===== src/rtl/unified_mem_arbiter.sv =====
`default_nettype none
// ============================================================================
// Module  : unified_mem_arbiter
// Purpose : Shares one variable-latency memory between instruction fetch and
//           the MEM-stage data port; data has priority, fetch has anti-starve.
// Revision: 1.0 - initial release
// ============================================================================
module unified_mem_arbiter #(
    parameter int ADDR_W     = 32,
    parameter int DATA_W     = 32,
    parameter int STARVE_MAX = 4,
    parameter int TIMEOUT    = 255
) (
    input  logic              clk,
    input  logic              rst,
    input  logic              if_req,
    input  logic [ADDR_W-1:0] if_addr,
    output logic [DATA_W-1:0] if_rdata,
    output logic              if_ready,
    output logic              if_stall,
    input  logic              dm_req,
    input  logic              dm_we,
    input  logic [ADDR_W-1:0] dm_addr,
    input  logic [DATA_W-1:0] dm_wdata,
    output logic [DATA_W-1:0] dm_rdata,
    output logic              dm_ready,
    output logic              dm_stall,
    output logic              mem_req,
    output logic              mem_we,
    output logic [ADDR_W-1:0] mem_addr,
    output logic [DATA_W-1:0] mem_wdata,
    input  logic [DATA_W-1:0] mem_rdata,
    input  logic              mem_ack,
    output logic              bus_err
);

    localparam int SW = $clog2(STARVE_MAX + 1);
    localparam int TW = $clog2(TIMEOUT + 1);
    localparam logic [SW-1:0] STARVE_LIM = SW'(STARVE_MAX);
    localparam logic [TW-1:0] TMO_LIM    = TW'(TIMEOUT);

    typedef enum logic [1:0] {
        IDLE = 2'd0,
        ACC  = 2'd1,
        RESP = 2'd2
    } state_t;

    state_t            state_q, state_d;
    logic              owner_q, owner_d;      // 1 = data port owns the access
    logic              we_q, we_d;
    logic [ADDR_W-1:0] addr_q, addr_d;
    logic [DATA_W-1:0] wdata_q, wdata_d;
    logic [SW-1:0]     starve_q, starve_d;
    logic [TW-1:0]     tmo_q, tmo_d;
    logic              mem_req_q, mem_req_d;
    logic              bus_err_q, bus_err_d;
    logic              if_ready_q, if_ready_d;
    logic              dm_ready_q, dm_ready_d;
    logic [DATA_W-1:0] if_rdata_q, if_rdata_d;
    logic [DATA_W-1:0] dm_rdata_q, dm_rdata_d;
    logic [DATA_W-1:0] rdata_w;

    always_comb begin
        state_d    = state_q;
        owner_d    = owner_q;
        we_d       = we_q;
        addr_d     = addr_q;
        wdata_d    = wdata_q;
        starve_d   = starve_q;
        tmo_d      = tmo_q;
        mem_req_d  = mem_req_q;
        bus_err_d  = bus_err_q;
        if_rdata_d = if_rdata_q;
        dm_rdata_d = dm_rdata_q;
        if_ready_d = 1'b0;
        dm_ready_d = 1'b0;
        rdata_w    = we_q ? '0 : mem_rdata;

        case (state_q)
            IDLE: begin
                if (dm_req && !(if_req && (starve_q == STARVE_LIM))) begin
                    owner_d   = 1'b1;
                    we_d      = dm_we;
                    addr_d    = dm_addr;
                    wdata_d   = dm_wdata;
                    mem_req_d = 1'b1;
                    tmo_d     = '0;
                    state_d   = ACC;
                    if (!if_req)
                        starve_d = '0;
                    else if (starve_q != STARVE_LIM)
                        starve_d = starve_q + SW'(1);
                end else if (if_req) begin
                    owner_d   = 1'b0;
                    we_d      = 1'b0;
                    addr_d    = if_addr;
                    wdata_d   = '0;
                    mem_req_d = 1'b1;
                    tmo_d     = '0;
                    starve_d  = '0;
                    state_d   = ACC;
                end
            end
            ACC: begin
                tmo_d = tmo_q + TW'(1);
                if (mem_ack || (tmo_d == TMO_LIM)) begin
                    // An expired access completes with zero data and a sticky error
                    if (!mem_ack) begin
                        bus_err_d = 1'b1;
                        rdata_w   = '0;
                    end
                    if (owner_q) begin
                        dm_rdata_d = rdata_w;
                        dm_ready_d = 1'b1;
                    end else begin
                        if_rdata_d = rdata_w;
                        if_ready_d = 1'b1;
                    end
                    mem_req_d = 1'b0;
                    tmo_d     = '0;
                    state_d   = RESP;
                end
            end
            RESP: state_d = IDLE;
            default: begin
                mem_req_d = 1'b0;
                state_d   = IDLE;
            end
        endcase
    end

    always_ff @(posedge clk or posedge rst) begin
        if (rst) begin
            state_q    <= IDLE;
            owner_q    <= 1'b0;
            we_q       <= 1'b0;
            addr_q     <= '0;
            wdata_q    <= '0;
            starve_q   <= '0;
            tmo_q      <= '0;
            mem_req_q  <= 1'b0;
            bus_err_q  <= 1'b0;
            if_ready_q <= 1'b0;
            dm_ready_q <= 1'b0;
            if_rdata_q <= '0;
            dm_rdata_q <= '0;
        end else begin
            state_q    <= state_d;
            owner_q    <= owner_d;
            we_q       <= we_d;
            addr_q     <= addr_d;
            wdata_q    <= wdata_d;
            starve_q   <= starve_d;
            tmo_q      <= tmo_d;
            mem_req_q  <= mem_req_d;
            bus_err_q  <= bus_err_d;
            if_ready_q <= if_ready_d;
            dm_ready_q <= dm_ready_d;
            if_rdata_q <= if_rdata_d;
            dm_rdata_q <= dm_rdata_d;
        end
    end

    assign mem_req   = mem_req_q;
    assign mem_we    = we_q;
    assign mem_addr  = addr_q;
    assign mem_wdata = wdata_q;
    assign bus_err   = bus_err_q;
    assign if_ready  = if_ready_q;
    assign dm_ready  = dm_ready_q;
    assign if_rdata  = if_rdata_q;
    assign dm_rdata  = dm_rdata_q;
    assign if_stall  = if_req & ~if_ready_q;
    assign dm_stall  = dm_req & ~dm_ready_q;

endmodule
`default_nettype wire


===== config.mk =====
export PLATFORM = sky130hd
export DESIGN_NAME = unified_mem_arbiter
export DESIGN_NICKNAME = d
export VERILOG_FILES = /design/src/rtl/unified_mem_arbiter.sv
export SDC_FILE = /design/constraint.sdc
export NUM_CORES = 1
export LEC_CHECK = 0
export CAP_MARGIN = 20
export CORE_ASPECT_RATIO = 1.25
export CORE_MARGIN = 5
export CORE_UTILIZATION = 32
export CTS_BUF_LIST = sky130_fd_sc_hd__clkbuf_4 sky130_fd_sc_hd__clkbuf_8
export DETAILED_ROUTE_END_ITERATION = 7
export PLACE_DENSITY = 0.69
export SLEW_MARGIN = 20
export SYNTH_ARGS = -nofsm -noshare
export SYNTH_HDL_FRONTEND = slang
export SYNTH_SLANG_ARGS = --single-unit

===== constraint.sdc =====
create_clock -name clk -period 13.48 [get_ports clk]
set_input_delay 1.348 -clock clk [delete_from_list [all_inputs] [get_ports clk]]
set_output_delay 1.348 -clock clk [all_outputs]
set_load 0.01 [all_outputs]

# Word level (Yosys, flattened, before mapping)
# Cells that the tools add are included.
[classes] add_sub_neg=2 eq_ne=8 div_mod_pow=0 shift=0 reduce_logical=15 n_mul=0 n_bitwise=7 magnitude_cmp=0 n_mux=31
[op_table] op="two-way mux 32 bit" n=6
[op_table] op="two-way mux 8 bit" n=3
[op_table] op="case mux 8 bit (2 select lines)" n=1
[op_table] op="AND reduction 3 bit" n=5
[op_table] op="two-way mux 1 bit" n=12
[op_table] op="two-way mux 3 bit" n=4
[op_table] op="adder 8 x 1 -> 8 bit, second input constant" n=1
[op_table] op="== test 8 bit, second input constant" n=1
[op_table] op="two-way mux 2 bit" n=3
[op_table] op="inequality test 3 bit, second input constant" n=2
[op_table] op="AND reduction 2 bit" n=3
[op_table] op="inverter 1 bit" n=5
[op_table] op="case mux 2 bit (2 select lines)" n=1
[op_table] op="nonzero test 2 bit" n=2
[op_table] op="adder 3 x 1 -> 3 bit, second input constant" n=1
[op_table] op="== test 3 bit, second input constant" n=1
[op_table] op="inequality test 3 x 2 -> 1 bit, second input constant" n=1
[op_table] op="case mux 1 bit (3 select lines)" n=1
[op_table] op="AND 1 bit" n=2
[op_table] op="== test 2 x 1 -> 1 bit, second input constant" n=1
[op_table] op="== test 2 bit, second input constant" n=1
[op_table] op="logical AND 1 bit" n=2
[op_table] op="zero test 2 bit" n=1
[op_table] op="inequality test 2 bit, second input constant" n=1
[op_table] op="2 further kinds" n=2
[word_totals] inputBits=134 n_memories=0 wordCells=76 romBits=0 mem_bits_rw=0 regBits=147 out_inout_bits=135 latchBits=0

# Depth between registers and ports, before layout
[depth] word_depth=6 mapped_depth=9 ltp_nobuf=8

# Least setup slack after synthesis
# OpenSTA, ideal clock, no wires.
[synth_timing] path_type="input-to-output" start="input port if_req" end="output port if_stall" path_stages=2 setup_slack_ps=10361 t_required_ps=12132 path_buffers=1 t_arrival_ps=1771 cell_sequence="clkbuf_1 > nor2b_1"
[synth_via] elab_chain_len=1
[synth_lines] item="start: declaration" line="16" rtl="input logic if_req,"
[synth_lines] item="AND 1 bit" line="173" rtl="assign if_stall = if_req & ~if_ready_q;"
[synth_lines] item="end: declaration" line="20" rtl="output logic if_stall,"
# Every way passes these cells.

# Worst setup path in the final report
# Ends and elaborated chain as after synthesis.

==> results.json <==
{
  "status": "complete, no violations",
  "cts_root_buf": "clkbuf_8",
  "worst_ep_required_time_ns": 12.13,
  "clk_latency_ns": 0.43,
  "synth_compound_area_share_pct": 17.9,
  "dp_hpwl_um": 12700,
  "area_growth_pct": 53.0,
  "synth-seq-cells": 147,
  "hold_viol_final": 0,
  "clock_skew_ns": 0.0113,
  "cpMostUsedCell": "clkdlybuf4s50_1",
  "final_common_cell": "clkdlybuf4s50_1",
  "drt-pass1-iter-count": 4,
  "synth_top_family_by_area": "compound AO/OA/AOI/OAI gates",
  "yosysWarnings": 0,
  "instances_no_fill": 1068,
  "crit_arrival_ns": 2.83,
  "diodes": 0,
  "cts_sinks": 147,
  "worst_pin_slew_ns": 1.01,
  "boundaryPins": 269,
  "seq_power_share_pct": 37.2,
  "end_kind": "output pin",
  "min_period_ns": 4.18,
  "setup_violations": 0,
  "post_cts_buffers": 0,
  "synth-simple-area-share_pct": 16.6,
  "synth_fp_nets": 715,
  "p_leak_nw": 4.01,
  "swShare_pct": 34.9,
  "cell_internal_pwr_mw": 1.32,
  "cts_hold_buffers": 0,
  "post-place-ws_ns": 9.29,
  "fin_ws_ns": 9.30,
  "ctsLongestPathBuffers": 2,
  "clk_pin_slew_worst_paths_ns": 0.08,
  "setup_tns_ns": 0,
  "cts_tree": "done",
  "grt_usage_pct": 16.7,
  "multi_input_area_um2": 2180,
  "vias": 5369,
  "wl_per_cell_um": 17.1,
  "via_per_inst": 5.03,
  "ys_seq_area_share_pct": 60.5,
  "dp_cells": 1037,
  "grt_pass1_wl_um": 28800,
  "critPathBufInv": 2,
  "critPathKind": "in -> out",
  "pwr-share-comb_pct": 46.1,
  "htreeDepth": 4,
  "dieArea_um2": 21900,
  "p_per_area_nw_per_um2": 217,
  "drtAntennaViolNets": 0,
  "cts-resized-gates": 0,
  "synth_adder_area_share_pct": 0.823,
  "synth-xor-area-share_pct": 0.144,
  "fillers": 1727,
  "cp-start-kind": "primary input",
  "die_h_um": 164,
  "finalMaxSlewViolations": 0,
  "power.switching_mw": 0.705,
  "gp_congestion": 0.750,
  "utilization_pct": 49.8,
  "port-buffer-count": 268,
  "start_util_pct": 32.5,
  "layout-drive-gt1-share_pct": 6.34,
  "rows": 56,
  "overflow": 0,
  "final_cell_mix": "clkdlybuf4s50_1, dfrtp_1, nand2_1",
  "cp_cell_sequence": "clkdlybuf4s50_1 -> nor2b_1 -> clkdlybuf4s50_1",
  "synthMuxAreaShare_pct": 0,
  "wirelength_um": 18300,
  "drc": 0,
  "antenna_found_initial": 0,
  "ir_drop_mv": 0.0750,
  "netlist_area_um2": 6080,
  "cap_viol_max_count": 0,
  "clock.fmax_mhz": 239,
  "hold_path_class": "reg -> reg",
  "die_x_um": 133,
  "yosysUniqueCellTypes": 38,
  "cp_top_family": "buffers and inverters",
  "ff_latch_area_um2": 3680,
  "synth_area_per_cell_um2": 10.5,
  "grt_max_degree": 80,
  "cp_slowest_stage_delay_ns": 0.75,
  "first_global_vias": 5349,
  "slew_headroom_pct": 32.3,
  "core-area_um2": 18700,
  "nNetsFinal": 962,
  "worstPathMaxFanout": 7,
  "p_clk_share_pct": 16.7,
  "first_iter_violations": 263,
  "rsz0062_at_grt": "false",
  "slowest_stage": "clkdlybuf4s50_1",
  "syn_inst": 577,
  "numCtsBuffers": 17,
  "min_period_over_period_pct": 31.0
}
[stage by stage]
stage / hold WS, ns / cell area [um^2] / power (mW)
after floorplan: 0.455 / 6080 / 1.17
after global placement: 0.448 / 8920 / 1.70
after detailed placement: 0.454 / 8920 / 1.71
after CTS: 0.472 / 9300 / 2.06
after global routing: 0.489 / 9310 / 2.16
final: 0.467 / 9310 / 2.02
[power by group through the flow]
stage | combinational (mW) | clock [mW] | sequential [mW]
after floorplan | 0.331 | 0 | 0.841
after global placement | 0.943 | 0 | 0.754
after detailed placement | 0.950 | 0 | 0.762
after CTS | 0.952 | 0.352 | 0.754
after global routing | 1.02 | 0.370 | 0.778
final | 0.933 | 0.338 | 0.752
[cells by family after synthesis]
family	Yosys count
DFF	147
and+or+nand+nor	240
AOI/OAI and AO/OA	130
xor gates and xnor gates	1
buffers and inverters	55
adders and majority gates	4
[final timing paths]
path,startpoint,end,slack (ns),cells past startpoint
worst max-delay path,if_req,if_stall,9.30,3
worst min-delay path,mem_wdata[24],mem_wdata[24],0.47,2
worst max register to register,tmo_q[0],dm_rdata[18],10.75,7
worst min register to register,mem_wdata[24],mem_wdata[24],0.47,2
max in group asynchronous,rst,dm_rdata[21],10.92,3
min in group asynchronous,rst,dm_rdata[19],1.38,2
[layout make-up]
| type | instances | share of cell area [%] |
|---|---|---|
| Clock buffer | 22 | 2.98 |
| Clock inverter | 9 | 1.16 |
| Inverter | 7 | 0.336 |
| Multi-Input combinational cell | 375 | 23.4 |
| Sequential cell | 147 | 39.5 |
| Tap cell | 232 | 3.12 |
| Timing Repair Buffer | 276 | 29.5 |
[state kept, by name, indices dropped and copies added, names as in the netlist, 2 cells and up]
| register | cells |
|---|---|
| state_q | 2 |
| tmo_q | 8 |
| dm_rdata | 32 |
| mem_wdata | 32 |
| starve_q | 3 |
| if_rdata | 32 |
| mem_addr | 32 |
[cell usage after synthesis]
| cell | count | area [um^2] |
|---|---|---|
| dfrtp_1 | 147 | 3680 |
| buf_2 | 1 | 5.00 |
| o211a_1 | 1 | 10.0 |
| clkbuf_1 | 36 | 135 |
| nor3_1 | 1 | 5.00 |
| o21ai_1 | 1 | 5.00 |
| o21ai_0 | 10 | 50.1 |
| o21a_1 | 2 | 15.0 |
| nor2_4 | 1 | 11.3 |
| a21o_1 | 4 | 30.0 |
| nand2_1 | 142 | 533 |
| or4_1 | 1 | 7.51 |
| o31ai_1 | 1 | 7.51 |
| and2_1 | 2 | 12.5 |
| a32o_1 | 64 | 641 |
| o21bai_1 | 2 | 15.0 |
| buf_6 | 6 | 67.6 |
| nand4_1 | 4 | 25.0 |
| nor2b_1 | 5 | 31.3 |
| xnor2_1 | 1 | 8.76 |
| nand2_2 | 1 | 6.26 |
| inv_1 | 7 | 26.3 |
| or2b_1 | 1 | 7.51 |
| o21ai_2 | 1 | 8.76 |
| nand2b_1 | 2 | 12.5 |
| buf_1 | 5 | 18.8 |
| a21bo_2 | 1 | 10.0 |
| nand3b_1 | 1 | 7.51 |
| o22ai_1 | 1 | 6.26 |
| nand3_1 | 37 | 185 |
| ha_1 | 4 | 50.1 |
| o21ai_4 | 2 | 32.5 |
| or3_1 | 2 | 12.5 |
| nor2_1 | 40 | 150 |
| o221ai_2 | 1 | 15.0 |
| a21oi_1 | 6 | 30.0 |
| a32o_2 | 1 | 11.3 |
| a31oi_1 | 32 | 200 |
[worst register-to-register path, stage by stage, from the launching register on]
cell      delay (ns)
dfrtp_1         0.49
ha_1            0.30
nand3_1         0.18
o21a_1          0.24
o221ai_2        0.31
nor2_4          0.11
o21ai_4         0.79
a32o_1          0.24
[routing by layer]
layer  GRT usage [%]  up-vias  part of all wire, %
li1                -     2550                    -
met1            19.3     2564                   40
met5               0        -                    0
met2            27.5      227                   48
met3            7.60       28                  9.9
met4            5.71        0                  2.2
Note: power is estimated with default switching activity, not from simulation.
